$ cat src/rtl/mem_port_arbiter.sv
`default_nettype none
// ============================================================================
// Module   : mem_port_arbiter
// Brief    : Shares one variable-latency memory port between instruction fetch
//            and the MEM-stage data access, and generates the pipeline stalls.
// Revision : 1.0 - initial release
// ============================================================================
module mem_port_arbiter #(
    parameter int ADDR_W   = 32,
    parameter int DATA_W   = 32,
    parameter int MAX_WAIT = 15
) (
    input  logic              CLK,
    input  logic              RST,
    input  logic              IF_Req,
    input  logic [ADDR_W-1:0] IF_Addr,
    output logic [DATA_W-1:0] IF_Data,
    output logic              IF_Valid,
    input  logic              MEM_Read,
    input  logic              MEM_Write,
    input  logic [ADDR_W-1:0] MEM_Addr,
    input  logic [DATA_W-1:0] MEM_WData,
    output logic [DATA_W-1:0] MEM_RData,
    output logic              MEM_Done,
    output logic              Mem_Req,
    output logic              Mem_WE,
    output logic [ADDR_W-1:0] Mem_Addr,
    output logic [DATA_W-1:0] Mem_WData,
    input  logic              Mem_Ack,
    input  logic [DATA_W-1:0] Mem_RData,
    output logic              Stall_MEM,
    output logic              Stall_IF,
    output logic              Timeout
);

    localparam int c_CNT_W = (MAX_WAIT > 1) ? $clog2(MAX_WAIT + 1) : 1;
    // The transition to ERR is decided in the last waiting cycle, so the
    // counter only ever needs to reach MAX_WAIT-1.
    localparam logic [c_CNT_W-1:0] c_CNT_LAST = c_CNT_W'(MAX_WAIT - 1);

    typedef enum logic [1:0] {
        S_IDLE = 2'd0,
        S_DATA = 2'd1,
        S_INST = 2'd2,
        S_ERR  = 2'd3
    } state_t;

    state_t              state_q,     state_d;
    logic [c_CNT_W-1:0]  cnt_q,       cnt_d;
    logic                mem_req_q,   mem_req_d;
    logic                mem_we_q,    mem_we_d;
    logic [ADDR_W-1:0]   mem_addr_q,  mem_addr_d;
    logic [DATA_W-1:0]   mem_wdata_q, mem_wdata_d;
    logic [DATA_W-1:0]   if_data_q,   if_data_d;
    logic                if_valid_q,  if_valid_d;
    logic [DATA_W-1:0]   mem_rdata_q, mem_rdata_d;
    logic                mem_done_q,  mem_done_d;
    logic                timeout_q,   timeout_d;

    logic                w_data_pend;
    logic                w_inst_pend;
    logic                w_stall_mem;

    // A requester whose completion pulse is showing still holds its request
    // this cycle; masking with the pulse keeps it from being served twice.
    assign w_data_pend = (MEM_Read | MEM_Write) & ~mem_done_q;
    assign w_inst_pend = IF_Req & ~if_valid_q;

    always_comb begin
        state_d     = state_q;
        cnt_d       = cnt_q;
        mem_req_d   = mem_req_q;
        mem_we_d    = mem_we_q;
        mem_addr_d  = mem_addr_q;
        mem_wdata_d = mem_wdata_q;
        if_data_d   = if_data_q;
        if_valid_d  = 1'b0;
        mem_rdata_d = mem_rdata_q;
        mem_done_d  = 1'b0;
        timeout_d   = timeout_q;

        case (state_q)
            S_IDLE: begin
                if (w_data_pend) begin
                    state_d     = S_DATA;
                    cnt_d       = '0;
                    mem_req_d   = 1'b1;
                    mem_we_d    = MEM_Write;
                    mem_addr_d  = MEM_Addr;
                    mem_wdata_d = MEM_WData;
                end else if (w_inst_pend) begin
                    state_d    = S_INST;
                    cnt_d      = '0;
                    mem_req_d  = 1'b1;
                    mem_we_d   = 1'b0;
                    mem_addr_d = IF_Addr;
                end
            end
            S_DATA, S_INST: begin
                if (Mem_Ack) begin
                    state_d   = S_IDLE;
                    mem_req_d = 1'b0;
                    mem_we_d  = 1'b0;
                    if (state_q == S_DATA) begin
                        mem_done_d = 1'b1;
                        if (!mem_we_q) begin
                            mem_rdata_d = Mem_RData;
                        end
                    end else begin
                        if_valid_d = 1'b1;
                        if_data_d  = Mem_RData;
                    end
                end else if (cnt_q == c_CNT_LAST) begin
                    state_d   = S_ERR;
                    mem_req_d = 1'b0;
                    mem_we_d  = 1'b0;
                    timeout_d = 1'b1;
                end else begin
                    cnt_d = cnt_q + 1'b1;
                end
            end
            S_ERR: begin
                mem_req_d = 1'b0;
                mem_we_d  = 1'b0;
                timeout_d = 1'b1;
            end
            default: begin
                state_d   = S_IDLE;
                mem_req_d = 1'b0;
            end
        endcase
    end

    always_ff @(posedge CLK) begin
        if (RST) begin
            state_q     <= S_IDLE;
            cnt_q       <= '0;
            mem_req_q   <= 1'b0;
            mem_we_q    <= 1'b0;
            mem_addr_q  <= '0;
            mem_wdata_q <= '0;
            if_data_q   <= '0;
            if_valid_q  <= 1'b0;
            mem_rdata_q <= '0;
            mem_done_q  <= 1'b0;
            timeout_q   <= 1'b0;
        end else begin
            state_q     <= state_d;
            cnt_q       <= cnt_d;
            mem_req_q   <= mem_req_d;
            mem_we_q    <= mem_we_d;
            mem_addr_q  <= mem_addr_d;
            mem_wdata_q <= mem_wdata_d;
            if_data_q   <= if_data_d;
            if_valid_q  <= if_valid_d;
            mem_rdata_q <= mem_rdata_d;
            mem_done_q  <= mem_done_d;
            timeout_q   <= timeout_d;
        end
    end

    assign w_stall_mem = w_data_pend | (state_q == S_ERR);

    assign Stall_MEM = ~RST & w_stall_mem;
    assign Stall_IF  = ~RST & (w_stall_mem | w_inst_pend);

    assign Mem_Req   = mem_req_q;
    assign Mem_WE    = mem_we_q;
    assign Mem_Addr  = mem_addr_q;
    assign Mem_WData = mem_wdata_q;
    assign IF_Data   = if_data_q;
    assign IF_Valid  = if_valid_q;
    assign MEM_RData = mem_rdata_q;
    assign MEM_Done  = mem_done_q;
    assign Timeout   = timeout_q;

endmodule
`default_nettype wire

$ cat config.mk
export PLATFORM = sky130hd
export DESIGN_NAME = mem_port_arbiter
export DESIGN_NICKNAME = d
export VERILOG_FILES = /design/src/rtl/mem_port_arbiter.sv
export SDC_FILE = /design/constraint.sdc
export NUM_CORES = 1
export LEC_CHECK = 0
export ABC_CLOCK_PERIOD_IN_PS = 2430
export CAP_MARGIN = 20
export CORE_ASPECT_RATIO = 1.2
export CORE_MARGIN = 2
export CORE_UTILIZATION = 30
export CTS_BUF_LIST = sky130_fd_sc_hd__clkbuf_8
export CTS_CLUSTER_SIZE = 8
export DETAILED_ROUTE_END_ITERATION = 16
export GPL_TIMING_DRIVEN = 0
export PLACE_DENSITY = 0.68
export SLEW_MARGIN = 0
export SYNTH_ARGS = -nofsm -noshare
export SYNTH_HDL_FRONTEND = slang
export SYNTH_SLANG_ARGS = --single-unit
$ cat constraint.sdc
create_clock -name CLK -period 2.43 [get_ports CLK]
set_input_delay 0.6075 -clock CLK [delete_from_list [all_inputs] [get_ports CLK]]
set_output_delay 0.6075 -clock CLK [all_outputs]
set_load 0.01 [all_outputs]
[Word-level counts from Yosys, hierarchy flattened]
Cells that the tools add are included.
Word-level totals
  bits in registers: 139
  output and inout bits: 135
Cells by class
  $add $sub $neg: 1
  equal/unequal tests: 9
  mux-type cells: 25
  bitwise logic cells: 14
  reduce and logical (&&, ||, !) cells: 14
Operators with widths (count)
  $mux 32: 2
  $mux 4: 4
  $mux 1: 10
  $reduce_and 3->1: 3
  $mux 2: 4
  $pmux 4 s2: 1
  $reduce_and 4->1: 2
  $not 1->1: 7
  $ne 2x2->1 const B: 3
  $ne 3x3->1 const B: 2
  $pmux 1 s3: 2
  $reduce_and 2->1: 3
  $reduce_bool 2->1: 3
  $add 4x1->4 const B: 1
  $and 1x1->1: 4
  $eq 2x2->1 const B: 2
  $eq 4x4->1 const B: 1
  $pmux 2 s2: 1
  $or 1x1->1: 3
  $reduce_or 3->1: 1
  $eq 2x1->1 const B: 1
  $logic_not 2->1: 1
  $pmux 1 s2: 1
  $reduce_or 2->1: 1

[Logic depth before layout (Yosys ltp)]
Gate-level depths: netlist of run 1.
  depth in word-level cells: 5
  depth in mapped cells: 9
  gate-level depth less buffers: 6

[Worst setup path before layout of run 1]
OpenSTA, ideal clock, no wires.
  kind: input -> output
  from: input port MEM_Write
  to: output port Stall_IF
  data arrival time: 1.399 ns
  required time: 1.822 ns
  slack: 0.424 ns
  cell stages on the path: 4
  path through: o21bai_4 -> buf_2 -> buf_1 -> a31oi_1
Between the ends
  word-level cells in the longest chain between the ends: 5
Ends and longest elaborated chain
  from (decl): line 20  | input logic MEM_Write,
  $or 1x1->1: line 66  | assign w_data_pend = (MEM_Read | MEM_Write) & ~mem_done_q;
  $and 1x1->1: line 66
  $or 1x1->1: line 162  | assign w_stall_mem = w_data_pend | (state_q == S_ERR);
  $or 1x1->1: line 165  | assign Stall_IF = ~RST & (w_stall_mem | w_inst_pend);
  $and 1x1->1: line 165
  to (decl): line 32  | output logic Stall_IF,
No other way between the ends.

[Worst setup path in the final report of run 1]
  from: input port IF_Req
  to: output port Stall_IF
Between the ends
  word-level cells in the longest chain between the ends: 3
Ends and longest elaborated chain
  from (decl): line 15  | input logic IF_Req,
  $and 1x1->1: line 67  | assign w_inst_pend = IF_Req & ~if_valid_q;
  $or 1x1->1: line 165
  $and 1x1->1: line 165
No other way between the ends.

==> flow_summary.yaml, run 1 <==
power_and_ir_drop:
  p_total_mw: 8.13
  p_leak_nw: 3.16
  p_per_area_nw_per_um2: 942
  ir_drop_mv: 0.376
sta:
  setup_viol: 0
  slew_violations: 0
  slew_headroom_pct: 62.8
  worst_pin_slew_ns: 0.558
  finalWorstSetupSlack_ns: 0.159
  fin_crit_sh_pct: 93.5
  hold_ws_ns: 0.454
  rsz0062_at_grt: "false"
  period_minus_slack_ns: 2.27
  fmax_mhz: 440
  setup_tns_ns: 0
  hold_viol_final: 0
  finClkSkew_ns: 0.00989
cts:
  holdBufCountCts: 0
  path_clk_slew_ns: 0.07
  htreeDepth: 4
  cts_sinks: 139
  cts_tree: "yes"
  numCtsBuffers: 17
  clk_latency_ns: 0.44
  cts_root_buf: "clkbuf_8"
  clk_path_buf_depth: 2
setup_path:
  worstPathMaxFanout: 4
  crit_type: "in2out"
  critPathLaunchType: "input pin"
  cp.required_ns: 1.82
  r2r_cells: 9
  crit_path_end_kind: "output port"
  critical_path_arrival_ns: 1.66
grt:
  antenna_found_initial: 0
  grt_max_degree: 20
  grt_pass1_wl_mm: 28.5
  grt_pass1_vias: 5263
  grt.total_usage_pct: 19.3
  grt.overflow.total: 0
detailed_routing:
  ant_nets: 0
  first_pass_iters: 7
  routed_wl_mm: 18.4
  via_count: 5579
  route.detailed.drc: 0
  wl_per_cell_um: 15.4
  drt_iter0_drc: 225
  vias_per_cell: 4.66
yosys:
  synthArstFlopShare_pct: 0
  synth_area_um2: 5300
  synth_area_per_cell_um2: 7.81
  ys.flop_type: "dfxtp_1"
  ys_seq_elements: 139
  synth_edf_count: 0
  synth_warnings: 0
  syn-num-nets: 820
  syn_inst: 679
  seq_area_frac_synth_pct: 52.5
  synth.distinct_cells: 34
status:
  outcome: "finished, final reports clean"
final_layout:
  area_growth_pct: 62.8
  nets: 1106
  design_area_um2: 8630
  layoutNonFillerInstCount: 1197
  fin_util_pct: 49.5
  final_cell_mix: "clkdlybuf4s50_1, nand2_1, dfxtp_1"
  drive_gt1_share_pct: 5.53
  antenna_cells: 0
  final_common_cell: "clkdlybuf4s50_1"
place:
  placed_area_um2: 8250
  dp.cells: 1166
  dp_hpwl_mm: 13.7
  place_ws_ns: -0.875
  port_buffers: 267
  place.gp.congestion: 0.804
floorplan:
  start_util_pct: 30.4
  die-area_um2: 18800
  die_y_um: 150
  num_rows: 53
  top_level_ports: 269
  core-area_um2: 17400
  die_w_um: 125
run:
  cap_violations: 0
hold_path:
  hold_class: "reg2reg"
  holdPathStages: 2
synthesized netlist by cell type (2+ instances only):
cell type  count  area, um2
inv_1          6       22.5
o31ai_1        2       15.0
ha_1           7       87.6
a311oi_1      32        280
nand2_1      261        980
nand2b_1       2       12.5
nor2b_1        2       12.5
nand3_1        5       25.0
o21ai_0        7       35.0
dfxtp_1      139       2780
buf_2          9       45.0
buf_1          3       11.3
or4_1          2       15.0
a21oi_1      103        515
nor2_1        39        146
or2_2          2       12.5
nor3_1         2       10.0
clkbuf_1      40        150
timing repair:
action / in CTS / in global routing
cloned: 0 / 0
endpoints found under the setup margin: 2 / 32
pin swaps: 1 / 0
gates resized for setup: 13 / 12
buffers inserted: 1 / 0
routing by layer:
metal	part of all wire, %	track usage [%]
met4	1.4	6.44
met1	41	21.9
met3	9.8	7.83
met2	48	33.2
met5	0	0
sequential cells by signal, indices dropped and copies added (netlist names):
name	count
Mem_WData	32
MEM_RData	32
Mem_Addr	32
IF_Data	32
MEM_Done	1
state_q	2
cnt_q	4
IF_Valid	1
Timeout	1
Mem_Req	1
Mem_WE	1
path summary, 6_finish.rpt:
path / startpoint / end / slack, ns
hold reg to reg: MEM_RData[30] / MEM_RData[30] / 0.45
setup reg to reg: state_q[0] / IF_Data[28] / 0.22
hold / removal: MEM_RData[30] / MEM_RData[30] / 0.45
setup / recovery: IF_Req / Stall_IF / 0.16
area by class of cell:
| type | count | area [um2] |
|---|---|---|
| Timing Repair Buffer | 268 | 2680 |
| Multi-Input combinational cell | 481 | 2280 |
| Inverter | 6 | 22.5 |
| Sequential cell | 139 | 2780 |
| Tap cell | 220 | 275 |
| Buffer | 52 | 236 |
| Clock inverter | 13 | 105 |
| Clock buffer | 18 | 248 |
| Fill cell | 1732 | 8810 |
where the power goes:
part | leakage (nW) | internal [mW] | total, mW | switching, mW
logic | 1.85 | 1.60 | 3.30 | 1.70
registers | 1.14 | 2.82 | 3.10 | 0.282
clock network | 0.179 | 0.818 | 1.73 | 0.913
total | 3.16 | 5.23 | 8.13 | 2.89
worst max-delay path, cell delays in order:
cell	delay [ns]
clkdlybuf4s50_1	0.45
nand2b_1	0.14
a31oi_1	0.20
clkdlybuf4s15_2	0.26
cell families after synthesis:
logic type / after synthesis / share of synthesized area, %
fa+ha+maj: 7 / 1.65
simple gates: 322 / 24.0
flops: 139 / 52.5
compound gates: 152 / 17.3
buf+inv: 59 / 4.53
Note: power is estimated with default switching activity, not from simulation.
==> run 2: changes to the inputs <==
--- a/config.mk
+++ b/config.mk
@@ -8,7 +8,7 @@
 export ABC_CLOCK_PERIOD_IN_PS = 2430
 export CAP_MARGIN = 20
 export CORE_ASPECT_RATIO = 1.2
-export CORE_MARGIN = 2
+export CORE_MARGIN = 1
 export CORE_UTILIZATION = 30
 export CTS_BUF_LIST = sky130_fd_sc_hd__clkbuf_8
 export CTS_CLUSTER_SIZE = 8
==> flow_summary.yaml, run 2 (synthesis gave the netlist of run 1 again) <==
final_layout:
  multi_input_area_um2: 2280
  area_growth_pct: 62.5
  nets: 1107
  design_area_um2: 8610
  regArea_um2: 2780
  final_cell_mix: "clkdlybuf4s50_1, nand2_1, dfxtp_1"
  drive_gt1_share_pct: 5.41
  final_common_cell: "clkdlybuf4s50_1"
  fillers: 1711
cts:
  clk_latency_ns: 0.44
  path_clk_slew_ns: 0.08
  htreeDepth: 4
  numCtsBuffers: 17
  holdBufCountCts: 0
  cts_sinks: 139
  cts_tree: "yes"
  cts_root_buf: "clkbuf_8"
  clk_path_buf_depth: 2
setup_path:
  path_common_cell: "buf_6"
  critPathSlowestCell: "dlygate4sd2_1"
  worstPathMaxFanout: 10
  cp.required_ns: 1.82
  crit_type: "in2out"
  critical_path_arrival_ns: 1.60
  slowest_delay_ns: 0.27
  path_cells: "dlygate4sd2_1 -> o21bai_4 -> buf_6 -> buf_6 -> a31oi_1 -> buf_2"
  crit_path_end_kind: "output port"
  critPathLaunchType: "input pin"
detailed_routing:
  vias_per_cell: 4.64
  routed_wl_mm: 18.1
  first_pass_iters: 4
  route.detailed.drc: 0
  drt_iter0_drc: 214
  ant_nets: 0
  wl_per_cell_um: 15.2
  via_count: 5552
status:
  outcome: "finished, final reports clean"
place:
  placed_area_um2: 8240
  dp_hpwl_mm: 13.6
  port_buffers: 267
  place.gp.congestion: 0.782
power_and_ir_drop:
  p_per_area_nw_per_um2: 940
  switchingPower_mw: 2.92
  p_total_mw: 8.10
  power_frac_comb_pct: 40.4
  seq_power_share_pct: 38.5
  cell_internal_pwr_mw: 5.17
  ir_drop_mv: 0.444
  switching_share_pct: 36.1
  p_clk_share_pct: 21.1
  p_leak_nw: 3.15
sta:
  rsz0062_at_grt: "false"
  slew_headroom_pct: 62.6
  period_minus_slack_ns: 2.21
  setup_viol: 0
  setup_tns_ns: 0
  hold_ws_ns: 0.454
  finClkSkew_ns: 0.0120
  slew_violations: 0
  fin_crit_sh_pct: 90.9
  worst_pin_slew_ns: 0.561
  fmax_mhz: 453
  hold_viol_final: 0
grt:
  grt_pass1_vias: 5323
  grt_max_degree: 17
  grt.overflow.total: 0
  grt.total_usage_pct: 19.7
  antenna_found_initial: 2
  grt_pass1_wl_mm: 27.6
floorplan:
  num_rows: 52
  die-area_um2: 18200
  die_w_um: 123
  top_level_ports: 269
  core-area_um2: 17000
  start_util_pct: 31.1
  die_y_um: 148
run:
  cap_violations: 0
hold_path:
  hold_class: "reg2reg"
run 2: per-layer routing:
metal,track usage (%),part of all wire [%]
met4,5.66,1.2
met5,0,0.072
met1,21.8,40
met2,33.1,47
met3,9.65,12
run 2: power groups by stage:
| stage | Sequential (mW) | Clock (mW) | Combinational, mW |
|---|---|---|---|
| 4_1_cts | 3.12 | 1.79 | 3.32 |
| 5_1_grt | 3.18 | 1.88 | 3.59 |
| 3_3_place_gp | 3.14 | 0 | 3.29 |
| 3_5_place_dp | 3.17 | 0 | 3.30 |
| 6_report | 3.11 | 1.71 | 3.27 |
| 2_1_floorplan | 3.37 | 0 | 1.34 |
run 2: cell type report:
class                      count  share of cell area (%)
antenna                        1                  0.0290
buffer                        53                    2.73
clock buffer                  19                    3.04
clock inverter                13                    1.09
inverter                       6                   0.261
multi-input combinational    481                    26.4
sequential                   139                    32.3
tap                          216                    3.14
timing repair buffer         268                    31.0
run 2: critical path, delay by kind of cell:
| kind | cells | cell delay, ns |
|---|---|---|
| buf+inv | 4 | 0.75 |
| compound gates | 2 | 0.24 |
run 2: metrics by stage:
stage / cells / utilization, % / worst slack, ns
5_1_grt: 1196 / 50.5 / 0.0373
2_1_floorplan: 679 / - / 0.424
3_5_place_dp: 1162 / 48.4 / -0.940
4_1_cts: 1195 / 50.5 / 0.0661
3_3_place_gp: 1162 / 48.4 / -0.938
6_report: 1196 / 50.5 / 0.222
run 2: repair_timing:
action,in CTS,in global routing
setup endpoints to repair,2,2
gates cloned,0,0
pin swaps,1,0
endpoints found under the hold margin,0,0
setup buffers,1,0
resized for setup,17,4
run 2: worst paths after layout:
| kind | from | endpoint | slack [ns] | cells past startpoint |
|---|---|---|---|---|
| worst max-delay path | MEM_Read | Stall_IF | 0.22 | 6 |
| worst min-delay path | MEM_RData[29] | MEM_RData[29] | 0.45 | 2 |
| worst max register to register | state_q[0] | IF_Data[15] | 0.23 | 9 |
| worst min register to register | MEM_RData[29] | MEM_RData[29] | 0.45 | 2 |
